**src/rtl/adder_share_arbiter_if.sv**
```systemverilog
// ============================================================================
// Module   : adder_share_arbiter_if
// Brief    : Request/response channel bundle between requesters and the
//            shared-adder arbiter.
// Revision : 1.0 - initial release
// ============================================================================
`default_nettype none

interface adder_share_arbiter_if #(
    parameter int WIDTH   = 8,
    parameter int NUM_REQ = 4
);
    localparam int ID_W = $clog2(NUM_REQ);

    logic [NUM_REQ-1:0]       req_valid;
    logic [NUM_REQ-1:0]       req_ready;
    logic [NUM_REQ*WIDTH-1:0] req_in1;
    logic [NUM_REQ*WIDTH-1:0] req_in2;
    logic                     resp_valid;
    logic                     resp_ready;
    logic [ID_W-1:0]          resp_id;
    logic [WIDTH:0]           resp_sum;

    modport master (
        output req_valid, req_in1, req_in2, resp_ready,
        input  req_ready, resp_valid, resp_id, resp_sum
    );

    modport slave (
        input  req_valid, req_in1, req_in2, resp_ready,
        output req_ready, resp_valid, resp_id, resp_sum
    );
endinterface

`default_nettype wire

```
**src/rtl/adder_share_arbiter.sv**
```systemverilog
// ============================================================================
// Module   : adder_share_arbiter
// Brief    : Round-robin sharing of one registered adder among NUM_REQ
//            requesters, one operation in flight, valid/ready response.
// Revision : 1.0 - initial release
// ============================================================================
`default_nettype none

module adder_share_arbiter #(
    parameter int WIDTH       = 8,
    parameter int NUM_REQ     = 4,
    parameter int ADD_LATENCY = 1
) (
    input  logic                  clk,
    input  logic                  rst,
    adder_share_arbiter_if.slave  bus,
    output logic [WIDTH-1:0]      add_in1,
    output logic [WIDTH-1:0]      add_in2,
    input  logic [WIDTH:0]        add_out,
    output logic                  busy
);
    localparam int ID_W    = $clog2(NUM_REQ);
    localparam int C_CNT_W = (ADD_LATENCY > 0) ? $clog2(ADD_LATENCY + 1) : 1;

    typedef enum logic [1:0] {
        S_IDLE = 2'd0,
        S_WAIT = 2'd1,
        S_RESP = 2'd2
    } state_t;

    state_t              r_state;
    logic [ID_W-1:0]     r_rr_ptr;
    logic [C_CNT_W-1:0]  r_cnt;
    logic [WIDTH-1:0]    r_add_in1;
    logic [WIDTH-1:0]    r_add_in2;
    logic                r_resp_valid;
    logic [ID_W-1:0]     r_resp_id;
    logic [WIDTH:0]      r_resp_sum;
    logic                r_busy;

    logic [NUM_REQ-1:0]  w_rot;
    logic                w_found;
    logic [ID_W-1:0]     w_offset;
    logic [ID_W:0]       w_raw;
    logic [ID_W-1:0]     w_winner;
    logic [ID_W-1:0]     w_rr_next;
    logic [NUM_REQ-1:0]  w_grant;
    logic [WIDTH-1:0]    w_op1;
    logic [WIDTH-1:0]    w_op2;

    // Rotate requests so bit 0 is the requester at rr_ptr; the first set bit
    // is then the round-robin winner's distance from the pointer.
    assign w_rot = NUM_REQ'({bus.req_valid, bus.req_valid} >> r_rr_ptr);

    always_comb begin
        w_found  = 1'b0;
        w_offset = '0;
        for (int k = NUM_REQ - 1; k >= 0; k--) begin
            if (w_rot[k]) begin
                w_found  = 1'b1;
                w_offset = ID_W'(k);
            end
        end
    end

    assign w_raw     = {1'b0, r_rr_ptr} + {1'b0, w_offset};
    assign w_winner  = (w_raw >= (ID_W+1)'(NUM_REQ)) ?
                       ID_W'(w_raw - (ID_W+1)'(NUM_REQ)) : w_raw[ID_W-1:0];
    assign w_rr_next = (w_winner == ID_W'(NUM_REQ - 1)) ? '0 : w_winner + 1'b1;

    always_comb begin
        w_grant = '0;
        w_op1   = '0;
        w_op2   = '0;
        for (int i = 0; i < NUM_REQ; i++) begin
            if (!rst && (r_state == S_IDLE) && w_found && (w_winner == ID_W'(i))) begin
                w_grant[i] = 1'b1;
                w_op1      = bus.req_in1[i*WIDTH +: WIDTH];
                w_op2      = bus.req_in2[i*WIDTH +: WIDTH];
            end
        end
    end

    always_ff @(posedge clk or posedge rst) begin
        if (rst) begin
            r_state      <= S_IDLE;
            r_rr_ptr     <= '0;
            r_cnt        <= '0;
            r_add_in1    <= '0;
            r_add_in2    <= '0;
            r_resp_valid <= 1'b0;
            r_resp_id    <= '0;
            r_resp_sum   <= '0;
            r_busy       <= 1'b0;
        end else begin
            case (r_state)
                S_IDLE: begin
                    if (w_found) begin
                        r_add_in1 <= w_op1;
                        r_add_in2 <= w_op2;
                        r_resp_id <= w_winner;
                        r_rr_ptr  <= w_rr_next;
                        r_cnt     <= C_CNT_W'(ADD_LATENCY);
                        r_busy    <= 1'b1;
                        r_state   <= S_WAIT;
                    end
                end
                S_WAIT: begin
                    // Operands stay put so the adder output settles on them.
                    if (r_cnt != '0) begin
                        r_cnt <= r_cnt - 1'b1;
                    end else begin
                        r_resp_sum   <= add_out;
                        r_resp_valid <= 1'b1;
                        r_state      <= S_RESP;
                    end
                end
                S_RESP: begin
                    if (bus.resp_ready) begin
                        r_resp_valid <= 1'b0;
                        r_busy       <= 1'b0;
                        r_state      <= S_IDLE;
                    end
                end
                default: begin
                    r_state <= S_IDLE;
                end
            endcase
        end
    end

    assign bus.req_ready  = w_grant;
    assign bus.resp_valid = r_resp_valid;
    assign bus.resp_id    = r_resp_id;
    assign bus.resp_sum   = r_resp_sum;
    assign add_in1        = r_add_in1;
    assign add_in2        = r_add_in2;
    assign busy           = r_busy;

endmodule

`default_nettype wire

```
**src/flat_wrapper.sv**
```systemverilog
// flat-port wrapper written by rule: the top's interface ports become plain ports
module adder_share_arbiter_flat 
#(
    parameter int WIDTH       = 8,
    parameter int NUM_REQ     = 4,
    parameter int ADD_LATENCY = 1
)
  (clk, rst, add_in1, add_in2, add_out, busy, bus_req_valid, bus_req_in1, bus_req_in2, bus_resp_ready, bus_req_ready, bus_resp_valid, bus_resp_id, bus_resp_sum);
  adder_share_arbiter_if #(.WIDTH(WIDTH), .NUM_REQ(NUM_REQ)) bus_i ();
  input  logic clk;
  input  logic rst;
  output logic [WIDTH-1:0] add_in1;
  output logic [WIDTH-1:0] add_in2;
  input  logic [WIDTH:0] add_out;
  output logic busy;
  input wire logic [$bits(bus_i.req_valid)-1:0] bus_req_valid;
  input wire logic [$bits(bus_i.req_in1)-1:0] bus_req_in1;
  input wire logic [$bits(bus_i.req_in2)-1:0] bus_req_in2;
  input wire logic [$bits(bus_i.resp_ready)-1:0] bus_resp_ready;
  output wire logic [$bits(bus_i.req_ready)-1:0] bus_req_ready;
  output wire logic [$bits(bus_i.resp_valid)-1:0] bus_resp_valid;
  output wire logic [$bits(bus_i.resp_id)-1:0] bus_resp_id;
  output wire logic [$bits(bus_i.resp_sum)-1:0] bus_resp_sum;
  assign bus_i.req_valid = bus_req_valid;
  assign bus_i.req_in1 = bus_req_in1;
  assign bus_i.req_in2 = bus_req_in2;
  assign bus_i.resp_ready = bus_resp_ready;
  assign bus_req_ready = bus_i.req_ready;
  assign bus_resp_valid = bus_i.resp_valid;
  assign bus_resp_id = bus_i.resp_id;
  assign bus_resp_sum = bus_i.resp_sum;
  adder_share_arbiter #(.WIDTH(WIDTH), .NUM_REQ(NUM_REQ), .ADD_LATENCY(ADD_LATENCY)) u_core (.clk(clk), .rst(rst), .bus(bus_i), .add_in1(add_in1), .add_in2(add_in2), .add_out(add_out), .busy(busy));
endmodule
```
**config.mk**
```make
export PLATFORM = sky130hd
export DESIGN_NAME = adder_share_arbiter_flat
export DESIGN_NICKNAME = d
export VERILOG_FILES = /design/src/rtl/adder_share_arbiter_if.sv /design/src/rtl/adder_share_arbiter.sv /design/src/flat_wrapper.sv
export SDC_FILE = /design/constraint.sdc
export NUM_CORES = 1
export LEC_CHECK = 0
export ABC_AREA = 1
export BUFFER_PORTS_ARGS = -buffer_cell sky130_fd_sc_hd__buf_4
export CORE_MARGIN = 4
export CORE_UTILIZATION = 43
export CTS_CLUSTER_DIAMETER = 200
export DETAILED_ROUTE_END_ITERATION = 10
export GPL_ROUTABILITY_DRIVEN = 0
export GPL_TIMING_DRIVEN = 0
export MAX_ROUTING_LAYER = met4
export PLACE_DENSITY = 0.77
export RECOVER_POWER = 25
export SLEW_MARGIN = 25
export SYNTH_ARGS = -nofsm -noshare
export SYNTH_HDL_FRONTEND = slang
export SYNTH_SLANG_ARGS = --single-unit
```
**constraint.sdc**
```tcl
create_clock -name clk -period 2.75 [get_ports clk]
set_input_delay 0.55 -clock clk [delete_from_list [all_inputs] [get_ports clk]]
set_output_delay 0.55 -clock clk [all_outputs]
set_load 0.1 [all_outputs]
```
# Word-level counts from Yosys, hierarchy flattened

Cells that the tools add are included.

Flip-flop bits (word level): 34
Input port bits: 80
Output and inout bits: 33
Logic and storage cells: 75

Add/subtract/negate cells: 4
Order comparisons: 1
Equality and inequality tests: 8
Shift-type cells: 1
Muxes and demuxes: 33
Bitwise gates (word level): 1
Reduce and logical (&&, ||, !) cells: 18

Operators by type and width:

| operator                                            | count |
|---|---|
| two-way mux 8 bit                                   | 8 |
| two-way mux 2 bit                                   | 9 |
| two-way mux 1 bit                                   | 12 |
| AND reduction 3 bit                                 | 3 |
| right shift 8 x 2 -> 4 bit                          | 1 |
| equality test 2 bit, second input constant          | 3 |
| logical AND 1 bit                                   | 6 |
| case mux 1 bit (2 select lines)                     | 3 |
| case mux 2 bit (3 select lines)                     | 1 |
| AND reduction 2 bit                                 | 3 |
| nonzero test 2 bit                                  | 3 |
| equality test 2 x 1 -> 1 bit, second input constant | 2 |
| zero test 2 bit                                     | 2 |
| != test 2 bit, second input constant                | 2 |
| adder 2 x 2 -> 3 bit                                | 1 |
| >= comparator 3 bit, second input constant          | 1 |
| adder 2 x 1 -> 2 bit, second input constant         | 1 |
| != test 2 x 1 -> 1 bit, second input constant       | 1 |
| subtractor 2 x 1 -> 2 bit, second input constant    | 1 |
| zero test 1 bit                                     | 1 |
| inverter 1 bit                                      | 1 |
| subtractor 1 bit, second input constant             | 1 |

# Longest topological paths before layout

Gate-level depths: netlist of run 1.

Word-level depth: 14
Mapped depth: 20
Depth with buffers taken out: 18

# Worst setup path after synthesis of run 1

Ideal clock, no wire load.

Path kind: input to output
Start: input bus_req_valid[1]
End: output bus_req_ready[0]
Data arrival time: 3.467 ns
Data required time: 2.200 ns
Setup slack: -1.267 ns
Stages: 14
Buffers on the path: 2
Cells stage by stage: nand2_1 > nand3_1 > nand2_1 > nand3_1 > a21boi_0 > ha_1 > xnor2_1 > xor2_1 > inv_1 > ha_1 > clkbuf_1 > clkbuf_1 > inv_1 > nor2_1

Longest elaborated chain between the ends: 11
Elaborated cells on any way between the ends: 17
Classes of those cells: add/sub: 2; order compare: 1; shift: 1; mux: 10; reduce/logical: 3

Ends and longest elaborated chain:

| what                                                             | RTL line                                             | text |
|---|---|---|
| from (decl)                                                      | flat_wrapper.sv:16                                   | `input wire logic [$bits(bus_i.req_valid)-1:0] bus_req_valid;` |
| right shift 8 x 2 -> 4 bit *                                     | adder_share_arbiter.sv:53                            | `assign w_rot = NUM_REQ'({bus.req_valid, bus.req_valid} >> r_rr_ptr);` |
| two-way mux 2 bit (3 in series)                                  | adder_share_arbiter.sv:59                            | `if (w_rot[k]) begin` |
| two-way mux 2 bit *                                              | adder_share_arbiter.sv:59                            |  |
| adder 2 x 2 -> 3 bit *                                           | adder_share_arbiter.sv:66                            | `assign w_raw = {1'b0, r_rr_ptr} + {1'b0, w_offset};` |
| named net u_core.w_raw[1]                                        | adder_share_arbiter.sv:44                            | `logic [ID_W:0] w_raw;` |
| >= comparator 3 bit or subtractor 2 x 1 -> 2 bit (tied branches) | adder_share_arbiter.sv:67, adder_share_arbiter.sv:68 |  |
| two-way mux 2 bit *                                              | adder_share_arbiter.sv:67                            | `assign w_winner = (w_raw >= (ID_W+1)'(NUM_REQ)) ?` |
| zero test 2 bit *                                                | adder_share_arbiter.sv:76                            | `if (!rst && (r_state == S_IDLE) && w_found && (w_winner == ID_W'(i))) begin` |
| logical AND 1 bit *                                              | adder_share_arbiter.sv:76                            |  |
| two-way mux 1 bit *                                              | adder_share_arbiter.sv:76                            |  |
| to (decl)                                                        | flat_wrapper.sv:20                                   | `output wire logic [$bits(bus_i.req_ready)-1:0] bus_req_ready;` |

The timed path passes the listed nets; every way through them passes the cells marked *.

# Worst setup path in the final report of run 1

Start: register u_core.r_rr_ptr[0]
End: register u_core.r_resp_id[1] (netlist: u_core.bus.resp_id[1])

Longest elaborated chain between the ends: 8
Elaborated cells on any way between the ends: 14
Classes of those cells: add/sub: 2; order compare: 1; shift: 1; mux: 9; reduce/logical: 1

Ends and longest elaborated chain:

| what                                                             | RTL line                                             | text |
|---|---|---|
| from (decl)                                                      | adder_share_arbiter.sv:32                            | `logic [ID_W-1:0] r_rr_ptr;` |
| from (signal assigned)                                           | adder_share_arbiter.sv:102                           | `r_rr_ptr <= w_rr_next;` |
| right shift 8 x 2 -> 4 bit                                       | adder_share_arbiter.sv:53                            |  |
| two-way mux 2 bit (4 in series)                                  | adder_share_arbiter.sv:59                            |  |
| adder 2 x 2 -> 3 bit *                                           | adder_share_arbiter.sv:66                            |  |
| named net u_core.w_raw[1]                                        | adder_share_arbiter.sv:44                            |  |
| >= comparator 3 bit or subtractor 2 x 1 -> 2 bit (tied branches) | adder_share_arbiter.sv:67, adder_share_arbiter.sv:68 |  |
| two-way mux 2 bit *                                              | adder_share_arbiter.sv:67                            |  |
| to (signal assigned)                                             | adder_share_arbiter.sv:101                           | `r_resp_id <= w_winner;` |
| to (decl)                                                        | adder_share_arbiter.sv:37                            | `logic [ID_W-1:0] r_resp_id;` |

Marked as above.
A chain may end at the register's enable or synchronous reset.

==> impl_metrics.sql, run 1 <==
INSERT INTO impl_metrics (metric_group, metric, value, unit) VALUES
('drt', 'dr.pass1.iters', '4', ''),
('grt', 'grt_start_max_net_pins', '35', ''),
('status', 'failed_checks', 'negative setup slack', ''),
('setup_path', 'rr_startpoint', 'u_core.r_rr_ptr[0]$_DFFE_PP0P_', ''),
('timing', 'hold_violations', '0', ''),
('cells_and_area', 'area_overhead_of_the_layout_relative_to_synthesis', '69.7', '%'),
('timing', 'rsz0062_at_grt', 'true', ''),
('die', 'die-width', '84.4', 'um'),
('setup_path', 'worst_r2r_endpoint', 'u_core.bus.resp_id[1]$_DFFE_PP0P_', ''),
('drt', 'drt-wirelength-per-cell', '15.1', 'um'),
('cts', 'cts.sinks', '34', ''),
('placed_design', 'dp.final_hpwl', '5.99', 'mm'),
('logic_synthesis', 'synth_seq_area_share', '33.9', '%'),
('cts', 'ctsHoldBuffers', '0', ''),
('timing', 'skew', '0.00386', 'ns'),
('logic_synthesis', 'post-synth-top-area-fraction', '33.9', '%'),
('placed_design', 'port_buffers', '112', ''),
('die', 'design.core.area', '5570', 'sq um'),
('setup_path', 'worstSetupPathType', 'reg -> reg', ''),
('logic_synthesis', 'syn_area_per_cell', '6.83', 'sq um'),
('setup_path', 'setup.worst_path.start_class', 'flip-flop', ''),
('timing', 'post-route-min-period', '3.23', 'ns'),
('timing', 'setup-violations-final', '21', ''),
('cts', 'numCtsBuffers', '5', ''),
('logic_synthesis', 'synth.largest_area_cell', 'dfrtp_1', ''),
('setup_path', 'setup_slack_reg_to_reg', '-0.48', 'ns'),
('cts', 'clk_latency', '0.28', 'ns'),
('drt', 'routed_via_density', '5.21', ''),
('logic_synthesis', 'netlist_area', '2510', 'sq um'),
('timing', 'max_clock_freq', '309', 'MHz'),
('job', 'cap_violations', '0', ''),
('grt', 'groute.usage.overall', '24.8', '%'),
('logic_synthesis', 'syn_inst', '368', ''),
('setup_path', 'worstPathArrival', '3.45', 'ns'),
('setup_path', 'crit_end', 'u_core.bus.resp_id[1]$_DFFE_PP0P_', ''),
('timing', 'relSlewSlack', '15.6', '%'),
('drt', 'drt-total-wl', '8.93', 'mm'),
('cells_and_area', 'layout.cells.most_common_list', 'buf_4 (142), nand2_1 (124), nand4_1 (48), inv_1 (39), dfrtp_1 (32)', ''),
('logic_synthesis', 'ys_ff_latch', '34', ''),
('cells_and_area', 'layout-drive-gt1-share', '47.2', '%'),
('setup_path', 'reg2regPathDepth', '21', ''),
('placed_design', 'numPlacedInstances', '552', ''),
('setup_path', 'critPathLaunch', 'u_core.r_rr_ptr[0]$_DFFE_PP0P_', ''),
('cts', 'root_buffer', 'clkbuf_8', ''),
('cells_and_area', 'layout_commonest_cell', 'buf_4', ''),
('cts', 'clk_transition_reported_paths', '0.07', 'ns'),
('grt', 'number_of_global_route_vias_before_repair', '3061', ''),
('setup_path', 'timing.critical_path.slowest_stage_cell', 'dfrtp_2', ''),
('die', 'ios', '113', ''),
('drt', 'via_total_after_detailed_routing', '3077', ''),
('logic_synthesis', 'yosysUniqueCellTypes', '28', ''),
('logic_synthesis', 'post_synth_main_area_contributors', 'dfrtp_1 (34%), nand2_1 (20%), nand4_1 (12%)', ''),
('drt', 'drcViolationCount', '0', ''),
('setup_path', 'crit_path_max_fanout', '5', ''),
('setup_path', 'timing.critical_path.cells', 'buf_12 > nand2_1 > nand3_2 > nand3_2 > a21boi_2 > ha_2 > xnor2_2 > xor2_2 > inv_2 > buf_4 > buf_4 > buf_4 > buf_4 > buf_4 > buf_4 > buf_4 > buf_4 > buf_4 > buf_4 > buf_4 > o21ai_2', ''),
('hold_path', 'hp-class', 'reg -> reg', ''),
('die', 'die-height', '84.4', 'um'),
('setup_path', 'crit_top_cell', 'buf_4', ''),
('cts', 'cts_htree_levels', '2', ''),
('timing', 'final-max-slew-violation-count', '0', ''),
('die', 'initial_utilization', '45.1', '%'),
('grt', 'grt_remaining_overflow', '0', ''),
('timing', 'post-route-period-util', '118', '%'),
('die', 'std_cell_rows', '27', ''),
('logic_synthesis', 'ys.warnings.count', '0', ''),
('status', 'status', 'finished, violations left', ''),
('timing', 'finalWorstSetupSlack', '-0.483', 'ns'),
('timing', 'worst_slew_pin_slew', '1.26', 'ns'),
('drt', 'drt_first_iter_violations', '231', ''),
('cts', 'clock_tree_from_tritoncts', 'yes', ''),
('setup_path', 'critical_path_required', '2.97', 'ns');
[through the flow]
step | util [%] | hold WS, ns | TNS [ns] | setup WS [ns] | instance area (sq um)
final | 76.5 | 0.480 | -4.24 | -0.483 | 4260
after global routing | 76.5 | 0.493 | -7.10 | -0.595 | 4260
after CTS | 72.4 | 0.424 | -1.60 | -0.392 | 4040
after detailed placement | 64.3 | 0.471 | -6.29 | -0.516 | 3580
after global placement | 64.3 | 0.463 | -4.88 | -0.454 | 3580
after floorplan | - | 0.449 | -0.741 | -0.210 | 2650
[cells in the mapped netlist, drive strengths merged]
cell type and n:
ha 5, o22ai 1, o21ai 6, mux2 9
xor2 1, a21boi 1, or2 16, nor3 1
nand3 11, buf 15, o21a 1, nand4 48
dfrtp 34, nor2 21, xnor2 1, clkbuf 10
inv 49, nand2 138
[worst max-delay path, delay by kind of cell, from the launching register on]
kind            cells  cell delay (ns)
xor+xnor            2             0.43
flops               1             0.46
compound gates      2             0.15
fa+ha+maj           1             0.19
buf+inv            13             1.58
simple gates        3             0.34
[registers in the layout, summed over array words and instances (netlist names)]
| name | count |
|---|---|
| u_core.r_state | 2 |
| u_core.busy | 1 |
| u_core.add_in1 | 8 |
| u_core.r_rr_ptr | 2 |
| u_core.bus.resp_valid | 1 |
| u_core.r_cnt | 1 |
| u_core.bus.resp_id | 2 |
| u_core.add_in2 | 8 |
| u_core.bus.resp_sum | 9 |
[layout make-up]
type                    instances  area (sq um)
inverters                      49           206
well taps                      72          90.1
fillers                       412          1310
flip-flops and latches         34           853
plain buffers                  19           174
multi-input cells             260          1600
repair buffers                149          1240
clock buffers                   6          82.6
clock inverters                 2          12.5
[cells by family after synthesis]
| family | share of synthesized area (%) |
|---|---|
| buffers and inverters | 13.2 |
| DFF | 33.9 |
| adders and majority gates | 2.49 |
| xor gates and xnor gates | 0.697 |
| and+or+nand+nor | 43.6 |
| AOI/OAI and AO/OA | 2.04 |
| muxes | 4.03 |
[per-layer routing]
layer  vias to the layer above  part of all wire (%)  global-route usage, %
li1                       1467                     -                      -
met1                      1433                    40                   30.1
met2                       157                    50                   42.8
met3                        20                   8.4                   4.71
met4                         0                   1.9                   5.90
met5                         -                     0                      -
[what timing repair did]
action | 4_1_cts | 5_1_grt
setup buffers | 26 | 9
cloned | 0 | 2
endpoints found under the hold margin | 0 | 0
endpoints found under the setup margin | 20 | 21
pin swaps | 11 | 43
resized for setup | 41 | 42
[worst min path at each step]
stage | startpoint | endpoint | slack [ns] | cells past startpoint
finish | u_core.add_in1[3]$_DFFE_PP0P_ | u_core.add_in1[3]$_DFFE_PP0P_ | 0.48 | 2
global placement | u_core.r_cnt$_DFFE_PP0P_ | u_core.r_state[0]$_DFFE_PP0P_ | 0.46 | 2
floorplan | u_core.r_cnt$_DFFE_PP0P_ | u_core.r_state[0]$_DFFE_PP0P_ | 0.45 | 2
detailed placement | u_core.add_in1[6]$_DFFE_PP0P_ | u_core.add_in1[6]$_DFFE_PP0P_ | 0.47 | 2
CTS | rst | u_core.bus.resp_valid$_DFFE_PP0P_ | 0.42 | 2
global route | add_out[7] | u_core.bus.resp_sum[7]$_DFFE_PP0P_ | 0.49 | 2
Power of run 1 is not shown: default switching activity piles up to over one toggle a cycle in this logic, so the estimate is an artifact.
==> run 2: changes to the inputs <==
BUFFER_PORTS_ARGS = not set   (was -buffer_cell sky130_fd_sc_hd__buf_4)
CORE_UTILIZATION = 51   (was 43)
DONT_BUFFER_PORTS = 1   (was not set)
PLACE_DENSITY = 0.69   (was 0.77)
==> run 2 against run 1 <==
  * The run still ends with negative setup slack left
  * Largest cell class unchanged
  * Final area down 27%
  * Via count down 19%
  * Critical path type is now reg -> out
  * Clock-buffer cell count up 1
  * Cell count down 23%
  * Routed wire length down 21%
==> impl_metrics.sql, run 2 (synthesis gave the netlist of run 1 again) <==
INSERT INTO impl_metrics (metric_group, metric, value, unit) VALUES
('grt', 'grt_busiest_layer', 'met2', ''),
('placed_design', 'port_buffers', '0', ''),
('grt', 'gr-usage-met1', '28.1', '%'),
('die', 'die-width', '78.2', 'um'),
('timing', 'finalWorstSetupSlack', '-0.437', 'ns'),
('setup_path', 'crit_path_max_fanout', '5', ''),
('timing', 'rsz0062_at_grt', 'true', ''),
('die', 'initial_utilization', '52.8', '%'),
('cells_and_area', 'layout-drive-gt1-share', '25.9', '%'),
('drt', 'routed_via_density', '5.44', ''),
('status', 'failed_checks', 'negative setup slack', ''),
('cts', 'numCtsBuffers', '5', ''),
('drt', 'via_total_after_detailed_routing', '2491', ''),
('drt', 'drt-wirelength-per-cell', '15.5', 'um'),
('timing', 'setup-violations-final', '6', ''),
('setup_path', 'setup.worst_path.start_class', 'flip-flop', ''),
('setup_path', 'path_delay_family', 'simple AND/OR/NAND/NOR gates', ''),
('grt', 'antenna_found_initial', '1', ''),
('timing', 'skew', '0.00580', 'ns'),
('cells_and_area', 'nFillCells', '432', ''),
('status', 'status', 'finished, violations left', ''),
('setup_path', 'slowest_delay', '0.47', 'ns'),
('cts', 'clk_latency', '0.28', 'ns'),
('drt', 'drt_first_iter_violations', '133', ''),
('job', 'cap_violations', '0', ''),
('die', 'std_cell_rows', '25', ''),
('cells_and_area', 'finalNonFillerCells', '458', ''),
('cells_and_area', 'layout.cells.most_common_list', 'nand2_1 (128), nand4_1 (48), inv_1 (39), dfrtp_1 (32), buf_4 (24)', ''),
('grt', 'met3_usage', '6.31', '%'),
('drt', 'drt-total-wl', '7.08', 'mm'),
('drt', 'final_antenna_net_count', '0', ''),
('die', 'fp.dieArea', '6110', 'sq um'),
('setup_path', 'setup.worst_path.end_class', 'output pin', ''),
('placed_design', 'dp.final_hpwl', '5.10', 'mm'),
('timing', 'hold_violations', '0', ''),
('timing', 'post-route-period-util', '116', '%'),
('timing', 'max_clock_freq', '314', 'MHz'),
('grt', 'grtUsageMet2', '41.6', '%'),
('cts', 'ctsHoldBuffers', '0', ''),
('cells_and_area', 'layout_commonest_cell', 'nand2_1', ''),
('grt', 'grt_first_pass_wirelength', '11.3', 'mm'),
('setup_path', 'timing.critical_path.cells', 'buf_12 > nand2_1 > nand3_2 > nand3_2 > a21boi_2 > ha_2 > xnor2_2 > xor2_2 > inv_2 > ha_4 > buf_8 > inv_4 > nor2_4', ''),
('cts', 'clk_transition_reported_paths', '0.07', 'ns'),
('cts', 'clock_tree_from_tritoncts', 'yes', ''),
('cts', 'root_buffer', 'clkbuf_8', ''),
('die', 'ios', '113', ''),
('cts', 'cts_htree_levels', '2', ''),
('timing', 'final-max-slew-violation-count', '0', ''),
('timing', 'post-route-min-period', '3.19', 'ns'),
('drt', 'dr.pass1.iters', '4', ''),
('die', 'design.core.area', '4750', 'sq um'),
('cells_and_area', 'area_overhead_of_the_layout_relative_to_synthesis', '24.1', '%'),
('setup_path', 'timing.critical_path.slowest_stage_cell', 'nor2_4', ''),
('cts', 'number_of_buffers_on_the_longest_clock_path', '2', ''),
('setup_path', 'critical_path_required', '2.20', 'ns'),
('timing', 'relSlewSlack', '15.5', '%'),
('hold_path', 'hp-class', 'in -> reg', ''),
('cts', 'cts.sinks', '34', ''),
('setup_path', 'worstPathArrival', '2.64', 'ns'),
('die', 'die-height', '78.2', 'um'),
('cells_and_area', 'final_net_count', '474', ''),
('grt', 'grt_start_max_net_pins', '35', ''),
('setup_path', 'crit_top_cell', 'nand3_2', ''),
('placed_design', 'numPlacedInstances', '435', ''),
('grt', 'number_of_global_route_vias_before_repair', '2531', ''),
('cells_and_area', 'number_of_flip_flops_in_the_largest_register', '9', ''),
('setup_path', 'worstSetupPathType', 'reg -> out', ''),
('drt', 'drcViolationCount', '0', ''),
('grt', 'grt_remaining_overflow', '0', ''),
('setup_path', 'crit_buf_inv', '4', ''),
('timing', 'worst_slew_pin_slew', '1.27', 'ns'),
('grt', 'groute.usage.overall', '24.1', '%');
## run 2: layout make-up
class | count | area (sq um) | area share, %
Clock inverter | 1 | 30.0 | 0.963
Timing Repair Buffer | 21 | 180 | 5.78
Buffer | 18 | 146 | 4.70
Sequential cell | 34 | 853 | 27.4
Inverter | 49 | 201 | 6.46
Clock buffer | 7 | 86.3 | 2.77
Multi-Input combinational cell | 260 | 1530 | 49.2
Antenna cell | 1 | 2.50 | 0.0803
Tap cell | 67 | 83.8 | 2.69
## run 2: final timing paths
| path | slack, ns | from | endpoint | cells after the start |
|---|---|---|---|---|
| worst max-delay path | -0.44 | u_core.r_rr_ptr[0]$_DFFE_PP0P_ | bus_req_ready[1] | 13 |
| worst max register to register | -0.02 | u_core.r_rr_ptr[0]$_DFFE_PP0P_ | u_core.add_in2[0]$_DFFE_PP0P_ | 20 |
| min in group asynchronous | 0.51 | rst | u_core.add_in1[0]$_DFFE_PP0P_ | 1 |
| worst min-delay path | 0.37 | bus_resp_ready | u_core.r_state[1]$_DFFE_PP0P_ | 1 |
| worst min register to register | 0.49 | u_core.r_cnt$_DFFE_PP0P_ | u_core.r_state[0]$_DFFE_PP0P_ | 2 |
| max in group asynchronous | 1.40 | rst | u_core.r_rr_ptr[1]$_DFFE_PP0P_ | 1 |
## run 2: metrics by stage
stage	hold slack [ns]	TNS [ns]	cell area [sq um]	setup slack [ns]	utilization (%)
after global routing	0.378	-4.17	3120	-0.541	65.6
final	0.373	-1.64	3120	-0.437	65.6
after global placement	0.454	-3.06	2740	-0.394	57.6
after CTS	0.274	-2.61	3100	-0.567	65.3
after detailed placement	0.476	-4.67	2740	-0.445	57.6
after floorplan	0.449	-0.741	2650	-0.210	-
## run 2: per-layer routing
| layer | wire (um) | part of all wire (%) |
|---|---|---|
| met5 | 0 | 0 |
| met1 | 2840 | 40 |
| met3 | 597 | 8.4 |
| met2 | 3510 | 50 |
| met4 | 123 | 1.7 |
## run 2: what timing repair did
action | 4_1_cts | 5_1_grt
endpoints found under the hold margin | 0 | 0
setup buffers | 14 | 6
cloned | 2 | 0
pin swaps | 23 | 18
setup endpoints to repair | 20 | 20
gates resized for setup | 32 | 12
Power of run 2 is left out for the same reason.
